### src/rtl/cdc_handshake_tx_pkg.sv
// cdc_handshake_tx_pkg
//   Shared definitions for the req/ack CDC transmitter: FSM state encoding,
//   the minimum synchronizer depth, and a clog2 helper for counter widths.
//   No ports (package).
package cdc_handshake_tx_pkg;

  // Fewer than two ranks does not give metastability protection.
  localparam int unsigned CDC_LEN_MIN = 2;

  typedef enum logic [1:0] {
    ST_INIT    = 2'd0,
    ST_IDLE    = 2'd1,
    ST_WAIT_HI = 2'd2,
    ST_WAIT_LO = 2'd3
  } cdc_state_e;

  // Smallest r such that 2**r >= v.
  function automatic int unsigned clog2(input int unsigned v);
    int unsigned r;
    r = 0;
    for (int unsigned i = 0; i < 32; i++) begin
      if ((64'd1 << r) < 64'(v)) r = r + 1;
    end
    return r;
  endfunction

endpackage

### src/rtl/cdc_handshake_tx_if.sv
// cdc_handshake_tx_if
//   Bundle of the upstream valid/ready word interface, the cross-domain
//   req/ack/data signals and the status/control signals of cdc_handshake_tx.
//   master : the transmitter (drives in_ready, xfer_req, xfer_data, done, err)
//   slave  : its environment (drives in_valid, in_data, xfer_ack, err_clr)
interface cdc_handshake_tx_if #(
  parameter int unsigned DATA_W = 32
);
  logic              in_valid;
  logic              in_ready;
  logic [DATA_W-1:0] in_data;
  logic              xfer_req;
  logic [DATA_W-1:0] xfer_data;
  logic              xfer_ack;
  logic              done;
  logic              err;
  logic              err_clr;

  modport master (
    input  in_valid, in_data, xfer_ack, err_clr,
    output in_ready, xfer_req, xfer_data, done, err
  );

  modport slave (
    output in_valid, in_data, xfer_ack, err_clr,
    input  in_ready, xfer_req, xfer_data, done, err
  );
endinterface

### src/rtl/cdc_handshake_tx_sync.sv
// cdc_handshake_tx_sync
//   Multi-rank single-bit synchronizer; output lags input by STAGES edges.
//   clk  : destination clock
//   rst  : asynchronous active-high reset, clears all ranks to 0
//   d_i  : asynchronous input bit
//   q_o  : synchronized bit
module cdc_handshake_tx_sync #(
  parameter int unsigned STAGES = 2
) (
  input  logic clk,
  input  logic rst,
  input  logic d_i,
  output logic q_o
);

  logic [STAGES-1:0] sync_q;

  always_ff @(posedge clk or posedge rst) begin
    if (rst) sync_q <= '0;
    else     sync_q <= {sync_q[STAGES-2:0], d_i};
  end

  assign q_o = sync_q[STAGES-1];

endmodule

### src/rtl/cdc_handshake_tx.sv
// cdc_handshake_tx
//   Source side of a four-phase req/ack clock-domain crossing. Accepts one
//   word via valid/ready, holds it on xfer_data, raises xfer_req, and waits
//   for the synchronized ack to rise then fall before taking the next word.
//   clk, rst          : source clock, asynchronous active-high reset
//   hs.in_valid/ready : upstream handshake (in_ready is a registered decode)
//   hs.in_data        : upstream word
//   hs.xfer_req/data  : to destination domain, straight from flops
//   hs.xfer_ack       : from destination domain, synchronized before use
//   hs.done           : one-cycle pulse when ack is seen low again
//   hs.err / err_clr  : sticky ack-timeout flag and its synchronous clear
module cdc_handshake_tx
  import cdc_handshake_tx_pkg::*;
#(
  parameter int unsigned DATA_W      = 32,
  parameter int unsigned CDC_LEN     = 2,
  parameter int unsigned TIMEOUT_CYC = 0
) (
  input logic               clk,
  input logic               rst,
  cdc_handshake_tx_if.master hs
);

  localparam int unsigned SYNC_LEN   = (CDC_LEN < CDC_LEN_MIN) ? CDC_LEN_MIN : CDC_LEN;
  localparam int unsigned INIT_W     = clog2(SYNC_LEN + 1);
  localparam int unsigned WAIT_W     = (TIMEOUT_CYC == 0) ? 1 : clog2(TIMEOUT_CYC + 1);
  localparam logic [INIT_W-1:0] INIT_DONE = INIT_W'(SYNC_LEN);
  localparam logic [WAIT_W-1:0] WAIT_MAX  = WAIT_W'(TIMEOUT_CYC);
  localparam logic              TIMEOUT_EN = (TIMEOUT_CYC != 0);

  logic ack_s;

  cdc_handshake_tx_sync #(
    .STAGES (SYNC_LEN)
  ) u_ack_sync (
    .clk (clk),
    .rst (rst),
    .d_i (hs.xfer_ack),
    .q_o (ack_s)
  );

  cdc_state_e        state_q,    state_d;
  logic [INIT_W-1:0] init_cnt_q, init_cnt_d;
  logic [WAIT_W-1:0] wait_cnt_q, wait_cnt_d;
  logic              req_q,      req_d;
  logic [DATA_W-1:0] data_q,     data_d;
  logic              ready_q,    ready_d;
  logic              done_q,     done_d;
  logic              err_q,      err_d;
  logic              wait_adv;
  logic              tmo_hit;

  always_comb begin
    state_d    = state_q;
    init_cnt_d = init_cnt_q;
    wait_cnt_d = wait_cnt_q;
    req_d      = req_q;
    data_d     = data_q;
    done_d     = 1'b0;
    wait_adv   = 1'b0;
    tmo_hit    = 1'b0;

    unique case (state_q)
      // Wait out the synchronizer fill and insist ack is low, so a reset
      // during a transaction cannot overlap the destination's old ack.
      ST_INIT: begin
        if (init_cnt_q != INIT_DONE) init_cnt_d = init_cnt_q + INIT_W'(1);
        else if (!ack_s)             state_d    = ST_IDLE;
      end
      // A stray ack here is a protocol violation and is simply ignored.
      ST_IDLE: begin
        if (hs.in_valid) begin
          data_d     = hs.in_data;
          req_d      = 1'b1;
          wait_cnt_d = '0;
          state_d    = ST_WAIT_HI;
        end
      end
      ST_WAIT_HI: begin
        if (ack_s) begin
          req_d      = 1'b0;
          wait_cnt_d = '0;
          state_d    = ST_WAIT_LO;
        end else begin
          wait_adv = 1'b1;
        end
      end
      ST_WAIT_LO: begin
        if (!ack_s) begin
          done_d  = 1'b1;
          state_d = ST_IDLE;
        end else begin
          wait_adv = 1'b1;
        end
      end
      default: state_d = ST_INIT;
    endcase

    // Timeout only flags; the FSM keeps waiting so req/ack stay paired.
    if (TIMEOUT_EN && wait_adv && (wait_cnt_q != WAIT_MAX)) begin
      wait_cnt_d = wait_cnt_q + WAIT_W'(1);
      tmo_hit    = (wait_cnt_d == WAIT_MAX);
    end

    if (tmo_hit)         err_d = 1'b1;
    else if (hs.err_clr) err_d = 1'b0;
    else                 err_d = err_q;

    ready_d = (state_d == ST_IDLE);
  end

  always_ff @(posedge clk or posedge rst) begin
    if (rst) begin
      state_q    <= ST_INIT;
      init_cnt_q <= '0;
      wait_cnt_q <= '0;
      req_q      <= 1'b0;
      data_q     <= '0;
      ready_q    <= 1'b0;
      done_q     <= 1'b0;
      err_q      <= 1'b0;
    end else begin
      state_q    <= state_d;
      init_cnt_q <= init_cnt_d;
      wait_cnt_q <= wait_cnt_d;
      req_q      <= req_d;
      data_q     <= data_d;
      ready_q    <= ready_d;
      done_q     <= done_d;
      err_q      <= err_d;
    end
  end

  assign hs.in_ready  = ready_q;
  assign hs.xfer_req  = req_q;
  assign hs.xfer_data = data_q;
  assign hs.done      = done_q;
  assign hs.err       = err_q;

endmodule

### src/flat_wrapper.sv
// flat-port wrapper written by rule: the top's interface ports become plain ports
module cdc_handshake_tx_flat import cdc_handshake_tx_pkg::*;
#(
  parameter int unsigned DATA_W      = 32,
  parameter int unsigned CDC_LEN     = 2,
  parameter int unsigned TIMEOUT_CYC = 0
)
  (clk, rst, hs_in_valid, hs_in_data, hs_xfer_ack, hs_err_clr, hs_in_ready, hs_xfer_req, hs_xfer_data, hs_done, hs_err);
  cdc_handshake_tx_if #(.DATA_W(DATA_W)) hs_i ();
  input logic clk;
  input logic rst;
  input wire logic [$bits(hs_i.in_valid)-1:0] hs_in_valid;
  input wire logic [$bits(hs_i.in_data)-1:0] hs_in_data;
  input wire logic [$bits(hs_i.xfer_ack)-1:0] hs_xfer_ack;
  input wire logic [$bits(hs_i.err_clr)-1:0] hs_err_clr;
  output wire logic [$bits(hs_i.in_ready)-1:0] hs_in_ready;
  output wire logic [$bits(hs_i.xfer_req)-1:0] hs_xfer_req;
  output wire logic [$bits(hs_i.xfer_data)-1:0] hs_xfer_data;
  output wire logic [$bits(hs_i.done)-1:0] hs_done;
  output wire logic [$bits(hs_i.err)-1:0] hs_err;
  assign hs_i.in_valid = hs_in_valid;
  assign hs_i.in_data = hs_in_data;
  assign hs_i.xfer_ack = hs_xfer_ack;
  assign hs_i.err_clr = hs_err_clr;
  assign hs_in_ready = hs_i.in_ready;
  assign hs_xfer_req = hs_i.xfer_req;
  assign hs_xfer_data = hs_i.xfer_data;
  assign hs_done = hs_i.done;
  assign hs_err = hs_i.err;
  cdc_handshake_tx #(.DATA_W(DATA_W), .CDC_LEN(CDC_LEN), .TIMEOUT_CYC(TIMEOUT_CYC)) u_core (.clk(clk), .rst(rst), .hs(hs_i));
endmodule
### config.mk
export PLATFORM = sky130hd
export DESIGN_NAME = cdc_handshake_tx_flat
export DESIGN_NICKNAME = d
export VERILOG_FILES = /design/src/rtl/cdc_handshake_tx_pkg.sv /design/src/rtl/cdc_handshake_tx_if.sv /design/src/rtl/cdc_handshake_tx_sync.sv /design/src/rtl/cdc_handshake_tx.sv /design/src/flat_wrapper.sv
export SDC_FILE = /design/constraint.sdc
export NUM_CORES = 1
export LEC_CHECK = 0
export ABC_AREA = 0
export CORE_MARGIN = 1.5
export CORE_UTILIZATION = 45
export DETAILED_ROUTE_END_ITERATION = 7
export GPL_ROUTABILITY_DRIVEN = 0
export PLACE_DENSITY = 0.84
export SLEW_MARGIN = 20
export SYNTH_ARGS = -nofsm -noshare
export SYNTH_HDL_FRONTEND = slang
export SYNTH_SLANG_ARGS = --single-unit
### constraint.sdc
create_clock -name clk -period 2.4 [get_ports clk]
set_input_delay 0.24 -clock clk [delete_from_list [all_inputs] [get_ports clk]]
set_output_delay 0.24 -clock clk [all_outputs]
set_load 0.01 [all_outputs]
==> summary.txt, run 1 <==
I/O pin count: 73
Vias in the first global route: 1,215
CTS Buf Count: 5
Final instance area: 2506 um^2
Warnings from Yosys: 0
Antenna violations before repair: 0
DR vias: 1,058
Die height: 64.68 um
Top achievable clock speed: 0.5871 GHz
Area grow syn2layout: 46.42%
Worst clock skew: 0.004687 ns
Total die area: 4183 um^2
EDFF count, synth: 0
Final Max Tran Viols: 0
Min-delay worst type: flop to flop
DR WL/cell: 14.93 um
Starting Density: 0.4675
N_diodes: 0
Cells after Synth: 99
Post-CTS Setup Inserts: 0
Crit-path cells: nand3b_4, buf_4, mux2_4
Cell Area, Placed: 2424 um^2
CTS sink cnt: 41
Setup crit start kind: flop
Syn_area_per_cell: 17.29 um^2
GRT Overall Usage: 0.1862
Worst EP required: 2.57 ns
PostCTS Resize Cnt: 0
H-tree levels: 2
Final-layout fill cell count: 277
CTS Hold Buffers Added: 0
CP Class: flop to flop
Critical path peak fanout: 18
Post-route ant nets: 0
Final Hold Fails: 0
Ys async rst share: 1.000
IO Port Bufs: 70
Yosys cell types: 22
Post-layout util: 0.6846
Avg Vias per Cell: 4.766
TritonRoute pass-1 iters: 3
CTS Root Cell: clkbuf_8
Syn Std Cell Area: 1712 um^2
Ys flop type: dfrtp_1
Min Clock Period, post-route: 1.703 ns
Run status: completed
Skew-Pair Late Insertion Delay: 0.29 ns
First-pass GRT wire length: 5775 um
Dominant cell type by area after synthesis: dfrtp_1
Worst vdd ir: 751.6 uV
HPWL Detailed: 2392 um
Post-synthesis sequential area ratio: 0.5994
Post-synth top area share: 0.5994
Layout cells sized above 1: 0.2471
Flops & latches, synth: 41
Final setup vio count: 0
PwrDens: 1282 nW/um^2
Nets: 211
CTS tree: built
Detailed Route WL: 3315 um
Die width: 64.68 um
Core Area: 3661 um^2
Critical path data arrival time: 1.88 ns
Final Cycle Share: 0.7097
Leakage: 1.172 nW
Post-synth top cells: 41 x dfrtp_1, 30 x mux2_4, 4 x inv_1
Max clock buf depth: 2
Largest net degree at the start of global routing: 42
Most common cell in the synthesized netlist: dfrtp_1
Post-route DRC: 0
Clock transition at the registers of the reported paths: 0.08 ns
Row cnt: 22
Remaining Overflow, GRT: 0
Post-Synthesis Net Count: 137
Post-Route Setup TNS: 0 ns
Max incr delay on CP: 0.48 ns
Synth top area cells: dfrtp_1 60%, mux2_4 26%, buf_8 2.6%
CP max-delay cell: dfrtp_1
Max-cap violation count: 0
Unrepaired setup endpoints after global routing: no
CP Capture Type: flop
DRT iter0 DRCs: 24
[critical path, delay by kind of cell (launching register included)]
| family | cells | cell delay [ns] |
|---|---|---|
| simple gates | 1 | 0.40 |
| buf+inv | 1 | 0.36 |
| flops | 1 | 0.48 |
| mux | 1 | 0.34 |
[report_power, final]
group | internal, mW | leakage [nW] | switching (mW) | total [mW]
sequential | 1.03 | 0.483 | 0.215 | 1.24
clock | 0.201 | 0.0450 | 0.224 | 0.426
combinational | 1.04 | 0.645 | 0.503 | 1.55
[cells by family after synthesis]
family          after synthesis  share of synthesized area
flops                        41                     0.5994
mux                          33                     0.2822
buf+inv                       9                    0.04605
simple gates                  8                    0.03947
compound gates                5                    0.01827
fa+ha+maj                     1                   0.007309
other cells                   1                   0.002191
xor+xnor                      1                   0.005118
[layout make-up]
class	count	area (um^2)	share of cell area
Clock buffer	6	72.57	0.02896
Tap cell	48	60.06	0.02396
Multi-Input combinational cell	49	606.8	0.2421
Timing Repair Buffer	72	715.7	0.2856
Clock inverter	2	10.01	0.003994
Inverter	4	15.01	0.005991
Sequential cell	41	1026	0.4094
[sequential cells by signal (all words and copies together) (netlist names)]
name / flops
u_core.hs.xfer_data: 32
u_core.init_cnt_q: 2
u_core.state_q: 2
u_core.u_ack_sync.sync_q: 2
u_core.hs.done: 1
u_core.hs.in_ready: 1
u_core.hs.xfer_req: 1
[worst paths after layout]
| path | end | startpoint | cells past startpoint | slack, ns |
|---|---|---|---|---|
| min in group asynchronous | u_core.u_ack_sync.sync_q[1]$_DFF_PP0_ | rst | 3 | 0.36 |
| max in group asynchronous | u_core.hs.xfer_data[21]$_DFFE_PP0P_ | rst | 3 | 1.69 |
| min | u_core.u_ack_sync.sync_q[1]$_DFF_PP0_ | u_core.u_ack_sync.sync_q[0]$_DFF_PP0_ | 0 | 0.35 |
| min reg2reg | u_core.u_ack_sync.sync_q[1]$_DFF_PP0_ | u_core.u_ack_sync.sync_q[0]$_DFF_PP0_ | 0 | 0.35 |
| max reg2reg | u_core.hs.xfer_data[21]$_DFFE_PP0P_ | u_core.state_q[1]$_DFF_PP0_ | 3 | 0.70 |
| max | u_core.hs.xfer_data[21]$_DFFE_PP0P_ | u_core.state_q[1]$_DFF_PP0_ | 3 | 0.70 |
[layout by cell type (no fill, tap or decap), drive strengths merged]
cell type and count:
a21oi 2, buf 2, clkbuf 6, clkdlybuf4s50 70, clkinv 2, conb 1, dfrtp 41, ha 1
inv 4, mux2 32, mux2i 1, nand2b 2, nand3 1, nand3b 2, nor2 1, nor3 1
o211ai 1, o21ai 1, o2bb2ai 1, or4b 1, xnor2 1
[per-layer routing]
layer  global-route usage  vias up  part of all wire
met5                    0        -                 0
met4              0.07181        0             0.015
met2               0.3034       59              0.47
met1               0.2226      511              0.42
li1                     -      483                 -
met3              0.07292        5             0.094
[metrics by stage]
step	setup WS, ns	cells	hold WS, ns	total power, mW
after floorplan	1.184	99	0.2714	2.083
after global placement	0.4893	214	0.3326	2.749
after detailed placement	0.4439	214	0.3405	2.808
after CTS	0.6929	222	0.3589	3.258
after global routing	0.6043	222	0.3716	3.418
final	0.6968	222	0.3549	3.213
Power figures use the tool's default switching activity.
==> inputs of run 2 (changes only) <==
- CORE_UTILIZATION: 45 -> 38
- PLACE_DENSITY: 0.84 -> 0.76
- clock period: 2.4 -> 1.4 ns (I/O delays scaled with it)
==> run 2 against run 1 <==
Final cell count is 2.7% higher. Critical path type is now flop to primary output. Design area is 1.7% higher. Critical endpoint is now hs_xfer_data[21]. Wire length is 4.2% higher. Global-route usage is 3.3 points lower. Highest routed layer unchanged.
==> summary.txt, run 2 (synthesis results as in run 1) <==
Die width: 70.12 um (+8.4%)
Reg2Reg Setup Slack: 0.08 ns (-0.62 ns)
Sw power: 1.622 mW (+72%)
H-tree levels: 2 (unchanged)
Commonest non-fill, non-tap cell in the layout: clkdlybuf4s50_1
Total Power: 5.534 mW (+72%)
Setup crit end: hs_xfer_data[21]
CTS Buf Count: 5 (unchanged)
N_diodes: 0 (unchanged)
Critical path buffers and inverters: 1 (unchanged)
Post-route DRC: 0 (unchanged)
Leakage: 1.226 nW (+4.5%)
CP Class: flop to primary output
Critical Path Stages: 1 (-2)
IO Port Bufs: 70 (unchanged)
I/O pin count: 73 (unchanged)
Clock network power share: 0.132 (about the same)
Critical path peak fanout: 2 (-16)
Reg2reg end: u_core.hs.xfer_data[15]$_DFFE_PP0P_
Worst EP required: 1.26 ns (-1.31 ns)
Remaining Overflow, GRT: 0 (unchanged)
CTS Root Cell: clkbuf_8
Die height: 70.12 um (+8.4%)
Commonest non-fill, non-tap cells in the layout: 66 x clkdlybuf4s50_1, 40 x dfrtp_1, 30 x mux2_4, 5 x clkbuf_8
Worst vdd ir: 956.2 uV (+27%)
Min-delay worst type: primary input to asynchronous set/reset pin
Final setup vio count: 0 (unchanged)
Post-CTS Setup Inserts: 0 (unchanged)
Pint: 3.912 mW (+72%)
GRT Overall Usage: 0.1534 (-0.03279)
CP max-delay cell: clkdlybuf4s50_1
Setup crit start kind: flop
Run status: completed
Row cnt: 24 (+9.1%)
Area grow syn2layout: 48.98%
Top achievable clock speed: 0.7387 GHz
Max incr delay on CP: 0.56 ns (+0.08 ns)
CP Capture Type: primary output
Clock transition at the registers of the reported paths: 0.08 ns (about the same)
First-pass GRT wire length: 5720 um (-0.95%)
Skew-Pair Late Insertion Delay: 0.29 ns (about the same)
Critical path data arrival time: 1.21 ns (-0.67 ns)
DRT iter0 DRCs: 46 (+92%)
Avg Vias per Cell: 4.711 (-1.2%)
Nets: 213 (+0.95%)
Comb pwr share: 0.485 (+0.004)
Max clock buf depth: 2 (unchanged)
Final Hold Fails: 0 (unchanged)
Final Cycle Share: 0.9670
Max reg flops: 32 (unchanged)
CTS sink cnt: 41 (unchanged)
Worst setup path startpoint: u_core.hs.xfer_data[21]$_DFFE_PP0P_
Min Clock Period, post-route: 1.354 ns
Total die area: 4916 um^2 (+18%)
Post-layout util: 0.5856 (-0.09892)
DR WL/cell: 15.15 um (+1.5%)
Worst clock skew: 0.002712 ns (-0.001976 ns)
Post-route ant nets: 0 (unchanged)
CP delay by family, top: buffers and inverters
Final Max Tran Viols: 0 (unchanged)
Largest net degree at the start of global routing: 27 (-36%)
HPWL Detailed: 2574 um (+7.6%)
Fin Hold WS: 0.1750 ns (-0.1799 ns)
Core Area: 4354 um^2 (+19%)
Vias in the first global route: 1,162 (-4.4%)
Max-cap violation count: 0 (unchanged)
CTS tree: built
Switching Fraction: 0.2932 (about the same)
Flop pwr share: 0.383 (-0.003)
TritonRoute pass-1 iters: 4 (+1)
R2R cell count: 3 (unchanged)
Starting Density: 0.3931 (-0.07443)
DR vias: 1,074 (+1.5%)
Crit-path cells: clkdlybuf4s50_1
Unrepaired setup endpoints after global routing: no
PwrDens: 2170 nW/um^2 (+69%)
RR Startpoint: u_core.state_q[0]$_DFF_PP0_
Antenna violations before repair: 0 (unchanged)
Layout cells sized above 1: 0.2614 (+0.01424)
Detailed Route WL: 3455 um (+4.2%)
-- run 2: cell count changes in the layout (fill, tap and decap cells not counted), sizes merged --
cell and change:
clkdlybuf4s50 -4, dlymetal6s2s +4, buf +2
-- run 2: metal layers --
| metal | track usage | routed length (um) | vias to the layer above |
|---|---|---|---|
| li1 | - | - | 488 |
| met1 | 0.1776 | 1437 | 534 |
| met2 | 0.2466 | 1712 | 43 |
| met5 | 0 | 0 | - |
| met3 | 0.06061 | 202 | 9 |
| met4 | 0.07692 | 102 | 0 |
-- run 2: cell type report --
cell class | count | area [um^2]
timing repair buffer | 74 | 753.2
sequential | 41 | 1027
inverter | 4 | 15.01
clock inverter | 2 | 10.01
fill | 341 | 1804
tap | 52 | 65.06
multi-input combinational | 49 | 606.8
clock buffer | 6 | 72.57
-- run 2: stage by stage --
step                      TNS (ns)  instance area, um^2  std cells  worst slack (ns)
after CTS                        0                 2539        228           0.03157
after global routing             0                 2550        228          0.001229
final                            0                 2550        228           0.04618
after global placement      -1.439                 2456        220          -0.06096
after detailed placement    -2.488                 2456        220          -0.09663
after floorplan                  0                 1712         99            0.1845
-- run 2: worst min-delay path by stage --
stage	slack, ns	depth (start not counted)	from	to
2_1_floorplan	0.17	0	hs_xfer_ack	u_core.u_ack_sync.sync_q[0]$_DFF_PP0_
6_report	0.18	3	rst	u_core.hs.xfer_data[8]$_DFFE_PP0P_
4_1_cts	0.17	3	rst	u_core.hs.xfer_data[8]$_DFFE_PP0P_
5_1_grt	0.16	3	rst	u_core.hs.xfer_data[8]$_DFFE_PP0P_
3_5_place_dp	0.34	0	u_core.u_ack_sync.sync_q[0]$_DFF_PP0_	u_core.u_ack_sync.sync_q[1]$_DFF_PP0_
3_3_place_gp	0.33	0	u_core.u_ack_sync.sync_q[0]$_DFF_PP0_	u_core.u_ack_sync.sync_q[1]$_DFF_PP0_
-- run 2: repair_timing --
action                                  in CTS  in global routing
gates resized for setup                      0                  5
endpoints found under the setup margin       0                  8
hold buffers                                 0                  0
-- run 2: power groups by stage --
stage | Clock [mW] | Sequential (mW) | Combinational (mW)
after global routing | 0.824 | 2.20 | 2.84
after global placement | 0 | 2.10 | 2.65
after floorplan | 0 | 2.31 | 1.26
final | 0.731 | 2.12 | 2.68
after detailed placement | 0 | 2.13 | 2.73
after CTS | 0.772 | 2.12 | 2.74
==> inputs of run 3 (changes only) <==
- CORE_UTILIZATION: 38 -> 39
- CTS_BUF_LIST: not set -> sky130_fd_sc_hd__clkbuf_4 sky130_fd_sc_hd__clkbuf_8
- PLACE_DENSITY: 0.76 -> 0.78
==> run 3 against run 2 <==
Largest cell class unchanged. Sequential power about the same. Utilization up 4.1 points. Worst setup slack worse by 0.0049 ns. Clock skew about the same. Clock power grew 8.1%. Non-clock buffer count grew 1. Via count up 0.84%.
==> summary.txt, run 3 (synthesis results as in run 1) <==
Final setup vio count: 0 (unchanged)
Total Power: 5.654 mW (+2.2%)
DR vias: 1,083 (+0.84%)
Worst clock skew: 0.002555 ns (-0.0001573 ns)
Final Non-Filler Cells: 227 (-0.44%)
DR WL/cell: 15.69 um (+3.6%)
Worst EP required: 1.26 ns (about the same)
Max-cap violation count: 0 (unchanged)
CTS sink cnt: 41 (unchanged)
CP delay by family, top: buffers and inverters
Die height: 69.25 um (-1.2%)
CTS Hold Buffers Added: 0 (unchanged)
N_diodes: 0 (unchanged)
Reg2Reg Setup Slack: 0.07 ns (about the same)
Top achievable clock speed: 0.7360 GHz (-0.36%)
Total die area: 4796 um^2 (-2.5%)
IO Port Bufs: 70 (unchanged)
Final Max Tran Viols: 0 (unchanged)
PwrDens: 2194 nW/um^2 (+1.1%)
Clock transition at the registers of the reported paths: 0.07 ns (about the same)
Multi-input logic area: 606.8 um^2 (unchanged)
CP Capture Type: primary output
Final Cycle Share: 0.9705 (+0.003475)
GRT Overall Usage: 0.1662 (+0.01283)
Remaining Overflow, GRT: 0 (unchanged)
CTS Root Cell: clkbuf_8
Post-route ant nets: 0 (unchanged)
HPWL Detailed: 2600 um (+1.0%)
Vias in the first global route: 1,180 (+1.5%)
Commonest non-fill, non-tap cell in the layout: clkdlybuf4s50_1
Area grow syn2layout: 50.58%
Crit-path cells: clkdlybuf4s50_1
I/O pin count: 73 (unchanged)
DP Worst Slack: -0.03366 ns (+0.06297 ns)
Core Area: 4115 um^2 (-5.5%)
Row cnt: 23 (-4.2%)
Leakage: 1.207 nW (-1.5%)
Setup crit start kind: flop
Post-CTS Setup Inserts: 0 (unchanged)
Max reg flops: 32 (unchanged)
Antenna violations before repair: 0 (unchanged)
Critical path peak fanout: 2 (unchanged)
Placed insts: 219 (-0.45%)
First-pass GRT wire length: 6196 um (+8.3%)
CP Class: flop to primary output
H-tree levels: 2 (unchanged)
Max clock buf depth: 2 (unchanged)
Commonest non-fill, non-tap cells in the layout: 70 x clkdlybuf4s50_1, 41 x dfrtp_1, 30 x mux2_4, 5 x clkbuf_8, 4 x inv_1
R2R cell count: 3 (unchanged)
Post-route DRC: 0 (unchanged)
Largest net degree at the start of global routing: 42 (+56%)
CP max-delay cell: clkdlybuf4s50_1
Min Clock Period, post-route: 1.359 ns (+0.004865 ns)
Max incr delay on CP: 0.56 ns (about the same)
TritonRoute pass-1 iters: 3 (-1)
Final-layout fill cell count: 305 (-11%)
RR Startpoint: u_core.state_q[1]$_DFF_PP0_
Critical path buffers and inverters: 1 (unchanged)
Nets: 214 (+0.47%)
Min-delay worst type: primary input to asynchronous set/reset pin
Die width: 69.25 um (-1.2%)
Reg2reg end: u_core.hs.xfer_data[16]$_DFFE_PP0P_
CTS tree: built
Post-Route Setup TNS: 0 ns (unchanged)
Cell Area, Placed: 2486 um^2 (+1.2%)
PostCTS Resize Cnt: 0 (unchanged)
Starting Density: 0.4159 (+0.02283)
Layout cells sized above 1: 0.2655 (+0.004173)
Worst vdd ir: 851.0 uV (-11%)
Critical path data arrival time: 1.22 ns (about the same)
Run status: completed
Unrepaired setup endpoints after global routing: no
Skew-Pair Late Insertion Delay: 0.29 ns (about the same)
Register Area: 1026 um^2 (-0.12%)
DRT iter0 DRCs: 54 (+17%)
Final Hold Fails: 0 (unchanged)
Setup WS post-layout: 0.04131 ns (-0.004865 ns)
Detailed Route WL: 3562 um (+3.1%)
CTS Buf Count: 5 (unchanged)
Avg Vias per Cell: 4.771 (+1.3%)
Final instance area: 2577 um^2 (+1.1%)
[run 3: cell count changes in the layout (fill, tap and decap cells not counted), sizes merged]
cell,previous run,this run
clkinv,2,0
buf,4,5
dlymetal6s2s,4,0
clkdlybuf4s50,66,70
clkbuf,6,8
[run 3: power breakdown]
part           switching, mW  internal (mW)
Sequential             0.367           1.76
Combinational          0.886           1.85
Clock                  0.377          0.412
[run 3: metrics by stage]
| step | hold WS [ns] | util |
|---|---|---|
| finish | 0.2131 | 0.6263 |
| global route | 0.2581 | 0.6263 |
| CTS | 0.2188 | 0.6263 |
| detailed placement | 0.3364 | 0.6041 |
| global placement | 0.3360 | 0.6041 |
| floorplan | 0.1714 | - |
[run 3: layer usage]
metal,vias to the layer above,GRT usage,wire length [um]
li1,488,-,-
met1,536,0.1947,1462
met2,52,0.2810,1791
met3,7,0.05523,247
met4,0,0.06536,60
met5,-,0,0
[run 3: how the worst max path moves through the flow]
stage,startpoint,endpoint,slack (ns),cells after the start
floorplan,u_core.state_q[1]$_DFF_PP0_,u_core.hs.xfer_data[0]$_DFFE_PP0P_,0.18,3
global placement,hs_in_valid,u_core.hs.xfer_data[9]$_DFFE_PP0P_,-0.01,4
detailed placement,hs_in_valid,u_core.hs.xfer_data[0]$_DFFE_PP0P_,-0.03,4
CTS,u_core.hs.xfer_data[1]$_DFFE_PP0P_,hs_xfer_data[1],0.02,1
global route,u_core.hs.xfer_data[1]$_DFFE_PP0P_,hs_xfer_data[1],0.008,1
finish,u_core.hs.xfer_data[1]$_DFFE_PP0P_,hs_xfer_data[1],0.04,1
[run 3: cell type report]
| type | instances | area share |
|---|---|---|
| multi-input cells | 49 | 0.2354 |
| inverters | 4 | 0.005825 |
| flip-flops and latches | 41 | 0.3981 |
| well taps | 50 | 0.02427 |
| clock buffers | 8 | 0.03544 |
| repair buffers | 75 | 0.3010 |
[run 3: worst min-delay path, stage by stage]
cell and delay (ns):
clkdlybuf4s50_1 0.40, inv_1 0.09, buf_12 0.23
